<file path="config.mk">
export PLATFORM = sky130hd
export DESIGN_NAME = mul_share_arbiter
export DESIGN_NICKNAME = d
export VERILOG_FILES = /design/src/rtl/mul_share_arbiter.sv
export SDC_FILE = /design/constraint.sdc
export NUM_CORES = 1
export LEC_CHECK = 0
export CAP_MARGIN = 20
export CORE_UTILIZATION = 43
export DETAILED_ROUTE_END_ITERATION = 12
export PLACE_DENSITY = 0.84
export SETUP_SLACK_MARGIN = 0.5
export SKIP_CTS_REPAIR_TIMING = 1
export SYNTH_ARGS = -nofsm -noshare
export SYNTH_HDL_FRONTEND = slang
export SYNTH_SLANG_ARGS = --single-unit
</file>
<file path="constraint.sdc">
create_clock -name clk_i -period 6.3 [get_ports clk_i]
set_input_delay 1.26 -clock clk_i [delete_from_list [all_inputs] [get_ports clk_i]]
set_output_delay 1.26 -clock clk_i [all_outputs]
set_load 0.1 [all_outputs]
</file>
<file path="src/rtl/mul_share_arbiter.sv">
// mul_share_arbiter: round-robin sharing of one registered 8x8 multiplier among NumReq requesters
module mul_share_arbiter #(
    parameter int NumReq = 4,
    parameter int IdW    = $clog2(NumReq)
) (
    input  logic                   clk_i,
    input  logic                   rst_ni,
    input  logic [NumReq-1:0]      req_valid_i,
    output logic [NumReq-1:0]      req_ready_o,
    input  logic [NumReq-1:0][7:0] req_a_i,
    input  logic [NumReq-1:0][7:0] req_b_i,
    output logic [NumReq-1:0]      rsp_valid_o,
    input  logic [NumReq-1:0]      rsp_ready_i,
    output logic [NumReq-1:0][15:0] rsp_data_o,
    output logic [7:0]             mul_a_o,
    output logic [7:0]             mul_b_o,
    input  logic [15:0]            mul_result_i,
    input  logic                   mul_valid_i,
    output logic                   busy_o
);
    logic              inflight_q;
    logic [IdW-1:0]    inflight_id_q;
    logic [IdW-1:0]    rr_ptr_q;
    logic [IdW-1:0]    gnt_id;
    logic [IdW-1:0]    idx;
    logic [IdW-1:0]    rr_next;
    logic [IdW:0]      sum;
    logic              found;
    logic [NumReq-1:0] cap_mask;
    logic [NumReq-1:0] elig;

    assign cap_mask    = inflight_q ? (NumReq'(1) << inflight_id_q) : '0;
    assign elig        = req_valid_i & ~(cap_mask | rsp_valid_o);
    assign busy_o      = inflight_q | (|rsp_valid_o);
    assign rr_next     = (gnt_id == IdW'(NumReq - 1)) ? '0 : gnt_id + IdW'(1);
    assign req_ready_o = found ? (NumReq'(1) << gnt_id) : '0;
    assign mul_a_o     = found ? req_a_i[gnt_id] : '0;
    assign mul_b_o     = found ? req_b_i[gnt_id] : '0;

    // First eligible requester at or after rr_ptr_q, wrapping; nothing is granted while reset is held
    always_comb begin
        found  = 1'b0;
        gnt_id = '0;
        idx    = '0;
        sum    = '0;
        for (int k = 0; k < NumReq; k++) begin
            sum = {1'b0, rr_ptr_q} + (IdW+1)'(k);
            if (sum >= (IdW+1)'(NumReq)) sum = sum - (IdW+1)'(NumReq);
            idx = sum[IdW-1:0];
            if (!found && elig[idx] && rst_ni) begin
                found  = 1'b1;
                gnt_id = idx;
            end
        end
    end

    // Track the tag riding through the multiplier register and advance the pointer past each grant
    always_ff @(posedge clk_i or negedge rst_ni) begin
        if (!rst_ni) begin
            inflight_q    <= 1'b0;
            inflight_id_q <= '0;
            rr_ptr_q      <= '0;
        end else begin
            inflight_q <= found;
            if (found) begin
                inflight_id_q <= gnt_id;
                rr_ptr_q      <= rr_next;
            end
        end
    end

    // Per-requester response slots: capture the product for the in-flight tag, clear on consumer pop
    always_ff @(posedge clk_i or negedge rst_ni) begin
        if (!rst_ni) begin
            rsp_valid_o <= '0;
            rsp_data_o  <= '0;
        end else begin
            rsp_valid_o <= (rsp_valid_o & ~rsp_ready_i) | cap_mask;
            if (inflight_q) rsp_data_o[inflight_id_q] <= mul_result_i;
        end
    end

    // The shared multiplier must be producing whenever a tag is in flight
    assert property (@(posedge clk_i) disable iff (!rst_ni) inflight_q |-> mul_valid_i);
endmodule

</file>
==> metrics.csv, run 1 <==
stage;metric;value;unit
sta;worst_pin_slew;1.019;ns
synth;synth_edf_count;0;
clock_network;clock_latency;0.34;ns
global_route;grt_max_degree;62;
clock_network;numCtsBuffers;9;
floorplanning;num_rows;32;
detailed_routing;drtAntennaViolNets;0;
placement;gp_congestion;0.9267;
critical_path;worstSetupStartpointType;input pin;
synth;yosysWarningCount;0;
detailed_routing;route.detailed.drc;0;
clock_network;cts-root-buf;clkbuf_8;
detailed_routing;drt-total-wl;10.79;mm
final_layout;diodes;0;
placement;io_buffers;178;
critical_path;cp-end-kind;primary output;
sta;rsz0062_at_grt;false;
sta;hold_viol;0;
critical_path;critPathMaxFanout;17;
final_layout;final_common_cell;clkdlybuf4s50_1;
global_route;antenna_found_initial;0;
global_route;grt_remaining_overflow;0;
synth;synth_flop_cell;dfrtp_1;
critical_path;cp_data_arrival_time;4.21;ns
sta;min_period;5.474;ns
floorplanning;die_area;0.008667;sq mm
sta;setup_violations;0;
synth;syn_avg_cell_area;10.43;sq um
detailed_routing;vias_per_cell;5.182;
hold_path;min_path_type;reg -> reg;
synth;synth_seq_cells;73;
detailed_routing;vias;3223;
clock_network;cts_tree;yes;
placement;place_area;0.005333;sq mm
synth;async_flop_share;1.000;
global_route;grt_pass1_vias;3399;
critical_path;path_class;in -> out;
sta;period_share;0.8689;
final_layout;design_area;0.005554;sq mm
sta;finalMaxSlewViolations;0;
run_status;outcome;complete, no violations;
floorplanning;fp.dieW;93.10;um
clock_network;htree_num_levels;3;
run;cap_violations;0;
detailed_routing;drt_iter0_drc;149;
synth;syn_nets;434;
placement;dp.final_hpwl;7.863;mm
sta;max_freq;0.1827;GHz
critical_path;cp.required;5.04;ns
floorplanning;ios;180;
global_route;grt_pass1_wl;16.93;mm
floorplanning;fp.coreArea;0.007888;sq mm
final_layout;syn_to_final_growth;55.65;%
sta;finalSetupTns;0;ns
sta;slew_headroom;0.3186;
synth;syn-cell-area;0.003568;sq mm
synth;yosysSeqAreaShare;0.5119;
detailed_routing;wl_per_cell;17.35;um
final_layout;mostFrequentLayoutCells;clkdlybuf4s50_1, nand2_1, dfrtp_1, mux2_2, mux2i_1;
clock_network;numClockSinks;73;
clock_network;max-clock-path-buffers;2;
final_layout;final_layout_size_suffix_gt1_frac;0.1538;
global_route;grt_usage;0.2542;
synth;synth_cell_types;43;
clock_network;clk_pin_slew;0.07;ns
final_layout;fin_cells;622;
floorplanning;initial_core_util;0.4524;
synth;synth_cells;342;
floorplanning;chipHeight;93.10;um
placement;place_inst;606;
final_layout;fill_cells;628;
detailed_routing;firstDrtPassIters;4;
sta;fin_skew;0.01002;ns
final_layout;layout.nets;607;
==> final cells by class <==
type / instances / area [sq um] / area share
repair buffers: 181 / 1752 / 0.3154
well taps: 102 / 127.6 / 0.02298
clock buffers: 12 / 145.1 / 0.02613
flip-flops and latches: 73 / 1827 / 0.3289
clock inverters: 4 / 76.32 / 0.01374
inverters: 10 / 42.54 / 0.007659
multi-input cells: 240 / 1584 / 0.2852
==> kinds of logic after synthesis <==
family | synth area share
compound gates | 0.07293
mux | 0.2065
flops | 0.5119
fa+ha+maj | 0.003506
simple gates | 0.1595
buf+inv | 0.04558
==> cell usage after synthesis (3+ instances only) <==
cell | n | area (sq um)
nand3_1 | 4 | 20.02
mux2i_1 | 32 | 320.3
nor2_1 | 4 | 15.01
dfrtp_1 | 73 | 1827
o22ai_1 | 17 | 106.4
clkbuf_1 | 11 | 41.29
buf_2 | 3 | 15.01
nor2b_1 | 3 | 18.77
o21ai_0 | 5 | 25.02
nand2_1 | 107 | 401.6
inv_1 | 9 | 33.78
mux2_2 | 33 | 371.6
nor3_1 | 3 | 15.01
==> path summary, 6_finish.rpt <==
kind	start	endpoint	slack [ns]	cells after the start
max reg2reg	inflight_q$_DFF_PN0_	rr_ptr_q[1]$_DFFE_PN0P_	2.72	9
min reg2reg	rsp_data_o[51]$_DFFE_PN0P_	rsp_data_o[51]$_DFFE_PN0P_	0.48	2
max	req_valid_i[2]	req_ready_o[3]	0.83	11
min	rsp_data_o[51]$_DFFE_PN0P_	rsp_data_o[51]$_DFFE_PN0P_	0.48	2
min in group asynchronous	rst_ni	rsp_valid_o[2]$_DFF_PN0_	0.78	1
max in group asynchronous	rst_ni	rsp_data_o[9]$_DFFE_PN0P_	4.49	2
==> critical path, stage by stage <==
cell,delay [ns]
clkdlybuf4s50_1,0.46
nor2b_1,0.32
nand2_1,0.16
mux4_2,0.55
nor2_1,0.13
a21oi_1,0.05
o21ai_2,0.61
inv_1,0.10
ha_1,0.21
and2_1,0.13
buf_4,0.23
==> flip-flops by register name (all words and copies together) (netlist names) <==
register / count
rsp_data_o: 64
rr_ptr_q: 2
inflight_q: 1
rsp_valid_o: 4
inflight_id_q: 2
==> per-stage QoR <==
step	util	setup slack [ns]	hold WS, ns
2_1_floorplan	-	0.2868	0.5451
3_3_place_gp	0.6761	0.9129	0.4574
3_5_place_dp	0.6761	0.8701	0.4615
4_1_cts	0.7042	0.8426	0.4806
5_1_grt	0.7042	0.6772	0.5092
6_report	0.7042	0.8261	0.4757
==> metal layers <==
| layer | up-vias | track usage | wire (um) |
|---|---|---|---|
| li1 | 1515 | - | - |
| met1 | 1554 | 0.3054 | 4332 |
| met2 | 137 | 0.4442 | 5456 |
| met3 | 17 | 0.06911 | 837 |
| met4 | 0 | 0.07564 | 163 |
| met5 | - | 0 | 0 |
Power of run 1 is left out: the tool's default activity adds up to more than one toggle a clock period on the data nets, which glitch-free logic cannot reach.
==> run 2: changes to the inputs <==
- CORE_UTILIZATION: 43 -> 40
- PLACE_DENSITY: 0.84 -> 0.79
==> metrics.csv, run 2 (synthesized netlist as in run 1, its figures left out) <==
stage;metric;value;unit;change
sta;period_share;0.8641;;was 0.8689
global_route;met2_usage;0.3744;;was 0.4442
global_route;grt_max_degree;72;;was 62
sta;min_period;5.444;ns;was 5.474 ns
critical_path;worstReg2RegStart;inflight_id_q[1]$_DFFE_PN0P_;;was inflight_q$_DFF_PN0_
clock_network;numCtsBuffers;9;;unchanged
placement;io_buffers;178;;unchanged
floorplanning;chipHeight;96.45;um;was 93.10 um
placement;dp.final_hpwl;7.484;mm;was 7.863 mm
global_route;grt.met1_usage;0.2533;;was 0.3054
hold_path;min_path_type;reg -> reg;;unchanged
critical_path;worstSetupStartpointType;input pin;;unchanged
detailed_routing;wl_per_cell;16.61;um;was 17.35 um
final_layout;utilization;0.6479;;was 0.7042
global_route;grt_remaining_overflow;0;;unchanged
floorplanning;ios;180;;unchanged
run_status;outcome;complete, no violations;;unchanged
final_layout;syn_to_final_growth;57.57;%;was 55.65%
global_route;antenna_found_initial;0;;unchanged
floorplanning;num_rows;34;;was 32
sta;hold_viol;0;;unchanged
final_layout;diodes;0;;unchanged
final_layout;layout.nets;608;;was 607
placement;gp_congestion;0.8864;;was 0.9267
sta;finalMaxSlewViolations;0;;unchanged
final_layout;largestRegisters;rsp_data_o (64), rsp_valid_o (4);;unchanged
clock_network;clock_latency;0.35;ns;was 0.34 ns
run;cap_violations;0;;unchanged
final_layout;largest_reg_flops;64;;unchanged
hold_path;hp-start;rsp_data_o[63]$_DFFE_PN0P_;;was rsp_data_o[51]$_DFFE_PN0P_
global_route;gr-max-usage-layer;met2;;unchanged
sta;slew_headroom;0.3170;;was 0.3186
global_route;grt_usage;0.2230;;was 0.2542
global_route;use_met3;0.1017;;was 0.06911
global_route;grt_pass1_wl;15.50;mm;was 16.93 mm
sta;max_freq;0.1837;GHz;was 0.1827 GHz
critical_path;cp-end-kind;primary output;;unchanged
global_route;grt_pass1_vias;3183;;was 3399
detailed_routing;vias;3224;;was 3223
detailed_routing;drt-total-wl;10.45;mm;was 10.79 mm
sta;fin_skew;0.01231;ns;was 0.01002 ns
detailed_routing;drt_iter0_drc;102;;was 149
clock_network;cts-root-buf;clkbuf_8;;unchanged
floorplanning;die_area;0.009303;sq mm;was 0.008667 sq mm
floorplanning;initial_core_util;0.4112;;was 0.4524
critical_path;critPathMaxFanout;17;;unchanged
sta;fin_ws;0.8563;ns;was 0.8261 ns
clock_network;max-clock-path-buffers;2;;unchanged
sta;finalSetupTns;0;ns;unchanged
critical_path;cp.required;5.04;ns;about the same
final_layout;final_common_cell;clkdlybuf4s50_1;;unchanged
sta;rsz0062_at_grt;false;;unchanged
detailed_routing;vias_per_cell;5.126;;was 5.182
final_layout;final_layout_size_suffix_gt1_frac;0.1593;;was 0.1538
detailed_routing;drtAntennaViolNets;0;;unchanged
floorplanning;fp.coreArea;0.008678;sq mm;was 0.007888 sq mm
clock_network;clk_pin_slew;0.07;ns;about the same
final_layout;mostFrequentLayoutCells;clkdlybuf4s50_1, nand2_1, dfrtp_1, mux2_2, mux2i_1;;unchanged
final_layout;regMostFlops;rsp_data_o;;unchanged
detailed_routing;route.detailed.drc;0;;unchanged
critical_path;path_class;in -> out;;unchanged
clock_network;cts_tree;yes;;unchanged
clock_network;numClockSinks;73;;unchanged
clock_network;htree_num_levels;3;;unchanged
sta;fin_hold_ws;0.4751;ns;was 0.4757 ns
detailed_routing;firstDrtPassIters;4;;unchanged
floorplanning;fp.dieW;96.45;um;was 93.10 um
sta;setup_violations;0;;unchanged
placement;pre_cts_ws;0.9093;ns;was 0.8701 ns
critical_path;cp_data_arrival_time;4.18;ns;was 4.21 ns
critical_path;critPathLaunch;req_valid_i[2];;unchanged
sta;worst_pin_slew;1.021;ns;was 1.019 ns
run 2: path summary, 6_finish.rpt:
check | slack [ns] | cells after the start | to
min in group asynchronous | 0.72 | 1 | inflight_id_q[1]$_DFFE_PN0P_
min | 0.48 | 2 | rsp_data_o[63]$_DFFE_PN0P_
min reg2reg | 0.48 | 2 | rsp_data_o[63]$_DFFE_PN0P_
max | 0.86 | 11 | req_ready_o[3]
max reg2reg | 3.06 | 9 | rr_ptr_q[1]$_DFFE_PN0P_
max in group asynchronous | 4.47 | 2 | rsp_data_o[63]$_DFFE_PN0P_
run 2: layout make-up:
class | instances | area (sq um)
fillers | 689 | 3055
flip-flops and latches | 73 | 1827
repair buffers | 182 | 1759
multi-input cells | 240 | 1584
clock buffers | 10 | 137.6
clock inverters | 6 | 137.6
well taps | 108 | 135.1
inverters | 10 | 42.54
run 2: stage by stage:
| stage | area, sq um | std cells |
|---|---|---|
| finish | 5623 | 629 |
| global route | 5623 | 629 |
| CTS | 5623 | 629 |
| detailed placement | 5348 | 613 |
| global placement | 5348 | 613 |
| floorplan | 3568 | 342 |
run 2: critical path, stage by stage:
cell             delay (ns)
clkdlybuf4s50_1        0.45
nor2b_1                0.28
nand2_1                0.15
mux4_2                 0.55
nor2_1                 0.13
a21oi_1                0.05
o21ai_2                0.62
inv_1                  0.10
ha_1                   0.22
and2_1                 0.13
buf_4                  0.23
run 2: layer usage:
metal | share of wire | routed length, um
met2 | 0.48 | 5021
met1 | 0.39 | 4034
met5 | 0 | 0
met4 | 0.016 | 163
met3 | 0.12 | 1225
Power of run 2 is left out for the same reason.
